==> src/rtl/pipe_ctrl_pkg.sv <==
// Shared types for the 5-stage pipeline hazard controller: FSM states,
// forwarding-mux select encoding and the sequencing counter width.
package pipe_ctrl_pkg;

  typedef enum logic [2:0] {
    RUN    = 3'd0,
    LSTALL = 3'd1,
    BFLUSH = 3'd2,
    HALT   = 3'd3,
    STEP   = 3'd4
  } ctrl_state_t;

  typedef enum logic [1:0] {
    FWD_REG = 2'b00,
    FWD_EM  = 2'b01,
    FWD_WB  = 2'b10
  } fwd_sel_t;

  // One counter serves both load stalls and branch flushes; two bits hold
  // LOAD_LAT up to 3 and FLUSH_CYC up to 4, and match the stall_cnt port.
  localparam int CNT_W = 2;

endpackage

==> src/rtl/pipeline_hazard_ctrl_fwd_unit.sv <==
// Execute-stage operand forwarding select for one ALU source operand.
// Purely combinational; Execute/Memory has priority over Writeback.
module fwd_unit
  import pipe_ctrl_pkg::*;
#(
  parameter int REG_AW = 4
) (
  input  logic [REG_AW-1:0] src_i,
  input  logic [REG_AW-1:0] em_rd_i,
  input  logic              em_wre_i,
  input  logic              em_load_i,
  input  logic [REG_AW-1:0] mw_rd_i,
  input  logic              mw_wre_i,
  output logic [1:0]        sel_o
);

  fwd_sel_t sel;

  // Load data is not ready in Memory; the load-use stall makes the
  // consumer pick it up from Writeback instead.
  always_comb begin
    sel = FWD_REG;
    if (em_wre_i && !em_load_i && (em_rd_i == src_i)) begin
      sel = FWD_EM;
    end else if (mw_wre_i && (mw_rd_i == src_i)) begin
      sel = FWD_WB;
    end
  end

  assign sel_o = sel;

endmodule

==> src/rtl/pipeline_hazard_ctrl.sv <==
// Hazard and debug sequencing controller for the 5-stage pipeline: PC and
// pipeline-register enables/flushes, load-use stalls, branch flushes, halt/step.
module pipeline_hazard_ctrl
  import pipe_ctrl_pkg::*;
#(
  parameter int REG_AW    = 4,
  parameter int LOAD_LAT  = 1,
  parameter int FLUSH_CYC = 2
) (
  input  logic              clk,
  input  logic              reset,
  input  logic [REG_AW-1:0] fd_rs1,
  input  logic [REG_AW-1:0] fd_rs2,
  input  logic              fd_use1,
  input  logic              fd_use2,
  input  logic [REG_AW-1:0] de_rs1,
  input  logic [REG_AW-1:0] de_rs2,
  input  logic [REG_AW-1:0] de_rd,
  input  logic              de_wre,
  input  logic              de_load,
  input  logic [REG_AW-1:0] em_rd,
  input  logic              em_wre,
  input  logic              em_load,
  input  logic [REG_AW-1:0] mw_rd,
  input  logic              mw_wre,
  input  logic              branch_taken,
  input  logic              halt_req,
  input  logic              step_req,
  output logic              pc_en,
  output logic              fd_en,
  output logic              fd_flush,
  output logic              de_flush,
  output logic [1:0]        fwd_a,
  output logic [1:0]        fwd_b,
  output logic              halted,
  output logic [1:0]        stall_cnt
);

  localparam logic [CNT_W-1:0] LOAD_CNT  = CNT_W'(LOAD_LAT);
  localparam logic [CNT_W-1:0] FLUSH_CNT = CNT_W'(FLUSH_CYC - 1);

  ctrl_state_t      state_q, state_d;
  logic [CNT_W-1:0] cnt_q, cnt_d;

  logic load_haz;
  logic hazard_state;
  logic branch_go;
  logic load_go;
  logic pc_en_c, fd_en_c, fd_flush_c, de_flush_c;

  assign load_haz = de_load && de_wre &&
                    ((fd_use1 && (fd_rs1 == de_rd)) || (fd_use2 && (fd_rs2 == de_rd)));

  // A step cycle behaves as RUN, so hazards there preempt the return to HALT.
  assign hazard_state = (state_q == RUN) || (state_q == STEP);
  assign branch_go    = branch_taken && (hazard_state || (state_q == LSTALL));
  assign load_go      = load_haz && !branch_taken && hazard_state;

  always_comb begin
    state_d    = state_q;
    cnt_d      = cnt_q;
    pc_en_c    = 1'b1;
    fd_en_c    = 1'b1;
    fd_flush_c = 1'b0;
    de_flush_c = 1'b0;
    if (branch_go) begin
      fd_flush_c = 1'b1;
      de_flush_c = 1'b1;
      state_d    = (FLUSH_CYC > 1) ? BFLUSH : RUN;
      cnt_d      = (FLUSH_CYC > 1) ? FLUSH_CNT : '0;
    end else if (load_go) begin
      pc_en_c    = 1'b0;
      fd_en_c    = 1'b0;
      de_flush_c = 1'b1;
      state_d    = (LOAD_LAT > 0) ? LSTALL : RUN;
      cnt_d      = LOAD_CNT;
    end else begin
      case (state_q)
        RUN, STEP: begin
          state_d = halt_req ? HALT : RUN;
        end
        LSTALL: begin
          pc_en_c    = 1'b0;
          fd_en_c    = 1'b0;
          de_flush_c = 1'b1;
          if (cnt_q <= CNT_W'(1)) begin
            state_d = RUN;
            cnt_d   = '0;
          end else begin
            cnt_d = cnt_q - CNT_W'(1);
          end
        end
        BFLUSH: begin
          fd_flush_c = 1'b1;
          if (cnt_q <= CNT_W'(1)) begin
            state_d = RUN;
            cnt_d   = '0;
          end else begin
            cnt_d = cnt_q - CNT_W'(1);
          end
        end
        HALT: begin
          pc_en_c    = 1'b0;
          fd_en_c    = 1'b0;
          de_flush_c = 1'b1;
          if (step_req) begin
            state_d = STEP;
          end else if (!halt_req) begin
            state_d = RUN;
          end
        end
        default: begin
          state_d = RUN;
          cnt_d   = '0;
        end
      endcase
    end
  end

  always_ff @(posedge clk or negedge reset) begin
    if (!reset) begin
      state_q <= RUN;
      cnt_q   <= '0;
    end else begin
      state_q <= state_d;
      cnt_q   <= cnt_d;
    end
  end

  // While reset is held the pipeline sees plain RUN controls regardless of inputs.
  assign pc_en     = pc_en_c | ~reset;
  assign fd_en     = fd_en_c | ~reset;
  assign fd_flush  = fd_flush_c & reset;
  assign de_flush  = de_flush_c & reset;
  assign halted    = (state_q == HALT);
  assign stall_cnt = (state_q == LSTALL) ? cnt_q : '0;

  fwd_unit #(.REG_AW(REG_AW)) u_fwd_a (
    .src_i     (de_rs1),
    .em_rd_i   (em_rd),
    .em_wre_i  (em_wre),
    .em_load_i (em_load),
    .mw_rd_i   (mw_rd),
    .mw_wre_i  (mw_wre),
    .sel_o     (fwd_a)
  );

  fwd_unit #(.REG_AW(REG_AW)) u_fwd_b (
    .src_i     (de_rs2),
    .em_rd_i   (em_rd),
    .em_wre_i  (em_wre),
    .em_load_i (em_load),
    .mw_rd_i   (mw_rd),
    .mw_wre_i  (mw_wre),
    .sel_o     (fwd_b)
  );

endmodule

==> config.mk <==
export PLATFORM = sky130hd
export DESIGN_NAME = pipeline_hazard_ctrl
export DESIGN_NICKNAME = d
export VERILOG_FILES = /design/src/rtl/pipe_ctrl_pkg.sv /design/src/rtl/pipeline_hazard_ctrl_fwd_unit.sv /design/src/rtl/pipeline_hazard_ctrl.sv
export SDC_FILE = /design/constraint.sdc
export NUM_CORES = 1
export LEC_CHECK = 0
export CAP_MARGIN = 40
export CORE_AREA = 2 2 50 52
export DETAILED_ROUTE_END_ITERATION = 16
export DIE_AREA = 0 0 52 54
export HOLD_SLACK_MARGIN = 0.06
export PLACE_DENSITY = 0.76
export SYNTH_ARGS = -nofsm -noshare
export SYNTH_HDL_FRONTEND = slang
export SYNTH_SLANG_ARGS = --single-unit
==> constraint.sdc <==
create_clock -name clk -period 2.3 [get_ports clk]
set_clock_uncertainty 0.15 [all_clocks]
set_input_delay 0.46 -clock clk [delete_from_list [all_inputs] [get_ports clk]]
set_output_delay 0.46 -clock clk [all_outputs]
set_load 0.02 [all_outputs]
==> flow_summary.ini, run 1 <==
[setup_path]
crit_slowest_cell = dfrtp_1
cp.arrival_ns = 1.86
worst-path-stages = 7
timing.rr.start = state_q[1]
cp_num_buf_inv = 2
path_max_fanout = 3
critical_path_class = reg2out
r2r_end = state_q[1]
cpPeakStageDelay_ns = 0.39
rrSetupSlack_ns = 0.43
rr_worst_depth = 6
cp-start-kind = register
crit_path_cell_trace = nor3_2 -> and3_4 -> nand4_1 -> o41ai_2 -> buf_4 -> o221ai_4 -> buf_6
crit_start = state_q[1]
end_kind = output port
cp_top_family = simple AND/OR/NAND/NOR gates
critical_path.endpoint = fd_en
worstPathRequired_ns = 1.69

[timing]
drv_slew = 0
worst_pin_slew_ns = 0.295
fin_crit_ns = 2.47
max_slew_margin = 0.803
fin_crit_sh = 1.08
max_freq_mhz = 404
rsz0062_at_grt = yes
hold_slack_ns = 0.485
worst_slack_ns = -0.173
setup_viol = 3
finalHoldViolations = 0

[clock_network]
clock-sinks = 5
h-tree-depth = 1
clk_latency_ns = 0.25
cts_tree = done
clkTransAtPathRegs_ns = 0.04
clk_path_buf_depth = 2
cts-root-buf = clkbuf_4
cts_made_buffers = 3

[yosys]
synth-seq-cells = 5
async_reset_ff_frac = 1.00
synth_top_area_frac = 0.168
syn_inst = 95
synth_top_area_cell = dfrtp_1
yosys-top-cells-area = dfrtp_1 17%, xor2_1 14%, xnor2_1 8.2%
syn_avg_cell_area_um2 = 7.82
syn-num-nets = 135
synth_common_cells = 12 x xor2_1, 7 x nand2_1, 7 x nand2b_1, 7 x xnor2_1
yosysSeqAreaShare = 0.168
yosys_warnings = 0
synth_edf_count = 0
synth_cell_types = 36
synth-main-ff-cell = dfrtp_1
synth_area_um2 = 743
yosysMostFrequentCell = xor2_1

[layout]
drive_above_1_share = 0.305
syn2layout_area_growth_pct = 104
seqCellArea_um2 = 125
layout.cells.non_filler = 197
multi_input_area_um2 = 692
fillers = 209
final_util = 0.653
n_antenna_cell = 0
fin_nets = 208

[floorplanning]
die_area_um2 = 2810
fp.dieH_um = 54
rows = 18
start_util = 0.320
die_width_um = 52
coreArea_um2 = 2320
ioPinCount = 51

[detailed_routing]
drt-total-wl_um = 2810
first_iter_violations = 6
route.detailed.drc = 0
post_drt_wl_per_cell_um = 14.3
drt-pass1-iter-count = 4
vias_per_cell = 4.96
ant_nets = 0
vias = 978

[min_path]
hp-class = reg2reg

[placement]
hpwl_um = 2230
gp_congestion = 0.815
dpl.cell_count = 189
io_buffers = 50

[global_routing]
grt_max_degree = 14
grt_pass1_vias = 1028
antenna_found_initial = 0
overflow = 0
grtUsageTotal = 0.218
grt_pass1_wl_um = 4460

[power]
leakage_nw = 0.733
peakVddDrop_uv = 303
power_density_nw_per_um2 = 401
total_power_mw = 0.608

[outcome]
outcome = finished, violations left
violations = negative setup slack

[job]
cap_viol_max_count = 0
layout make-up:
class,instances,area share
tap,30,0.0248
sequential,5,0.0826
clock buffer,4,0.0174
timing repair buffer,71,0.408
multi-input combinational,83,0.457
inverter,4,0.00992
per-layer routing:
| layer | up-vias | global-route usage | part of all wire |
|---|---|---|---|
| met4 | 0 | 0.0789 | 0.013 |
| met1 | 452 | 0.215 | 0.36 |
| li1 | 485 | - | - |
| met3 | 4 | 0.0278 | 0.057 |
| met2 | 37 | 0.454 | 0.57 |
| met5 | - | 0 | 0 |
stage by stage:
step	setup TNS, ns	worst slack [ns]	area, um2
2_1_floorplan	0	0.0320	762
3_3_place_gp	-4.60	-0.787	1410
3_5_place_dp	-5.12	-0.852	1410
4_1_cts	-0.392	-0.140	1480
5_1_grt	-0.724	-0.251	1510
6_report	-0.489	-0.173	1510
flip-flops by register name, summed over array words and instances, names as in the netlist:
name / cells
state_q: 3
cnt_q: 2
report_power, final:
| group | switching (mW) | internal [mW] | total [mW] | leakage, nW |
|---|---|---|---|---|
| registers | 0.0137 | 0.107 | 0.120 | 0.0652 |
| clock network | 0.0383 | 0.0657 | 0.104 | 0.0150 |
| logic | 0.190 | 0.193 | 0.383 | 0.652 |
| total | 0.242 | 0.365 | 0.608 | 0.733 |
tightest hold or removal path: stages (launching register included):
cell,delay [ns]
dfrtp_1,0.36
a21oi_1,0.07
o221ai_1,0.17
repair_timing:
action	in CTS	in global routing
resized for setup	82	7
hold buffers	0	0
setup buffers	2	2
hold endpoints to repair	0	0
endpoints found under the setup margin	11	5
pin swaps	9	3
cell usage in the layout (no fill, tap or decap), types with 3 or more instances in the layout:
cell             instances
xor2_1                   9
dlygate4sd2_1           27
nor3b_1                  4
inv_1                    3
dfrtp_1                  5
nand3_1                  4
buf_6                    3
clkdlybuf4s50_1         11
clkbuf_4                 3
nor2_1                   4
xnor2_1                  7
nand2b_1                 4
buf_4                   24
nand2b_4                 3
dlymetal6s2s_1           3
xor2_2                   3
nand4_1                  4
nand2_1                  7
logic make-up after synthesis:
| kind of cell | after synthesis | share of synthesized area |
|---|---|---|
| compound gates | 17 | 0.182 |
| xor+xnor | 19 | 0.224 |
| buf+inv | 7 | 0.0505 |
| flops | 5 | 0.168 |
| simple gates | 47 | 0.375 |
worst min-delay path by stage:
stage | start | end | cells after the start
floorplan | reset | cnt_q[0] | 0
global placement | cnt_q[0] | cnt_q[0] | 2
detailed placement | cnt_q[0] | cnt_q[0] | 2
CTS | cnt_q[0] | cnt_q[0] | 2
global route | cnt_q[1] | cnt_q[1] | 2
finish | cnt_q[0] | cnt_q[0] | 2
Power figures use the tool's default switching activity.
==> run 2, diff against run 1 <==
ABC_CLOCK_PERIOD_IN_PS = 2300   (was default)
SKIP_CTS_REPAIR_TIMING = 1   (was default)
==> run 2 against run 1 <==
Global-route usage is 1.9 points lower. Critical path depth is the same. Register-to-register slack got worse by 0.02 ns. The run still ends with negative setup slack left. Clock power about the same. Non-clock buffer count down 1. Fmax decreased by 5.1%. Die area did not move. Via count decreased by 0.72%. Utilization increased by 3.8 points. Final cell count decreased by 0.51%. Largest power group unchanged.
==> flow_summary.ini, run 2 (synthesis results as in run 1) <==
[power]
clkPwrFrac = 0.166
power_density_nw_per_um2 = 385
swShare = 0.388
switchingPower_mw = 0.239
total_power_mw = 0.617
peakVddDrop_uv = 323
p_int_mw = 0.378
leakage_nw = 0.933
p_comb_frac = 0.639
pwr-share-seq = 0.196

[min_path]
hp-class = reg2reg

[layout]
most-common-layout-cells = 27 x dlymetal6s2s_1, 24 x buf_4, 16 x clkdlybuf4s50_1
final_common_cell = dlymetal6s2s_1
largest_reg_flops = 3
fillers = 184
layout.cells.non_filler = 196
largest_register = state_q
seqCellArea_um2 = 125
top_regs = state_q: 3 flops, cnt_q: 2 flops
syn2layout_area_growth_pct = 115
multi_input_area_um2 = 692
drive_above_1_share = 0.295
n_antenna_cell = 0
fin_nets = 207

[detailed_routing]
vias = 971
ant_nets = 0
post_drt_wl_per_cell_um = 14.3
route.detailed.drc = 0
drt-pass1-iter-count = 4
drt-total-wl_um = 2790
vias_per_cell = 4.95
first_iter_violations = 5

[setup_path]
path_max_fanout = 3
cp_num_buf_inv = 2
crit_slowest_cell = dfrtp_1
cp.arrival_ns = 2.00
worstPathRequired_ns = 1.69
cpPeakStageDelay_ns = 0.39
end_kind = output port
cp-start-kind = register
crit_path_cell_trace = nor3_2 -> and3_4 -> nand4_1 -> o41ai_2 -> buf_4 -> o221ai_4 -> buf_6
critical_path_class = reg2out
cp_top_family = simple AND/OR/NAND/NOR gates

[floorplanning]
ioPinCount = 51
rows = 18
die_width_um = 52
start_util = 0.320
coreArea_um2 = 2320
fp.dieH_um = 54
die_area_um2 = 2810

[global_routing]
grt_max_degree = 14
antenna_found_initial = 0
use_met2 = 0.397
use_met3 = 0.0222
grt_pass1_wl_um = 4130
grt_use_met1 = 0.208
overflow = 0
grtUsageTotal = 0.199
grt.busiest_layer = met2
grt_pass1_vias = 1006

[clock_network]
h-tree-depth = 1
clock-sinks = 5
clkTransAtPathRegs_ns = 0.04
cts_made_buffers = 3
clk_path_buf_depth = 2
cts-root-buf = clkbuf_4
cts_tree = done
clk_latency_ns = 0.24

[outcome]
outcome = finished, violations left
violations = negative setup slack

[placement]
io_buffers = 50
hpwl_um = 2230
dpl.cell_count = 189
gp_congestion = 0.815

[timing]
rsz0062_at_grt = yes
max_freq_mhz = 384
fin_crit_ns = 2.61
worst_pin_slew_ns = 0.268
fin_crit_sh = 1.13
drv_slew = 0
worst_slack_ns = -0.305
setup_viol = 3
max_slew_margin = 0.821
finalHoldViolations = 0

[job]
cap_viol_max_count = 0
run 2: tightest hold or removal path, stage by stage, from the launching register on:
cell and delay [ns]:
dfrtp_1 0.36, a21oi_1 0.07, o221ai_1 0.17
run 2: path summary, 6_finish.rpt:
kind / slack (ns) / endpoint / start / cells after the start
max: -0.31 / fd_en / state_q[1] / 7
min: 0.48 / cnt_q[0] / cnt_q[0] / 2
max reg2reg: 0.41 / cnt_q[1] / state_q[1] / 7
min reg2reg: 0.48 / cnt_q[0] / cnt_q[0] / 2
max in group asynchronous: 1.35 / cnt_q[0] / reset / 2
min in group asynchronous: 0.52 / state_q[2] / reset / 2
run 2: layer usage:
| metal | up-vias | wire length (um) |
|---|---|---|
| li1 | 483 | - |
| met1 | 451 | 1060 |
| met2 | 33 | 1550 |
| met3 | 4 | 143 |
| met4 | 0 | 37 |
| met5 | - | 0 |
run 2: power by group through the flow:
| stage | registers (mW) | clock network [mW] | logic, mW |
|---|---|---|---|
| 2_1_floorplan | 0.122 | 0 | 0.184 |
| 3_5_place_dp | 0.122 | 0 | 0.364 |
| 3_3_place_gp | 0.122 | 0 | 0.354 |
| 6_report | 0.121 | 0.102 | 0.394 |
| 5_1_grt | 0.124 | 0.108 | 0.428 |
| 4_1_cts | 0.121 | 0.102 | 0.365 |
run 2: layout make-up:
type,count,area share
sequential,5,0.0781
clock buffer,4,0.0164
inverter,4,0.00937
tap,30,0.0234
timing repair buffer,70,0.441
multi-input combinational,83,0.432
run 2: stage by stage:
| step | hold slack (ns) | setup slack, ns | instance area [um2] | setup TNS (ns) | util |
|---|---|---|---|---|---|
| 3_3_place_gp | 0.466 | -0.787 | 1410 | -4.60 | 0.606 |
| 5_1_grt | 0.539 | -0.397 | 1600 | -1.16 | 0.690 |
| 4_1_cts | 0.471 | -0.861 | 1430 | -5.43 | 0.617 |
| 2_1_floorplan | 0.0144 | 0.0320 | 762 | 0 | - |
| 6_report | 0.485 | -0.305 | 1600 | -0.899 | 0.690 |
| 3_5_place_dp | 0.481 | -0.852 | 1410 | -5.12 | 0.606 |
==> run 3, diff against run 2 <==
GPL_ROUTABILITY_DRIVEN = 1   (was default)
==> results of run 3 <==
Final layout, timing and power as in run 2 (identical DEF).
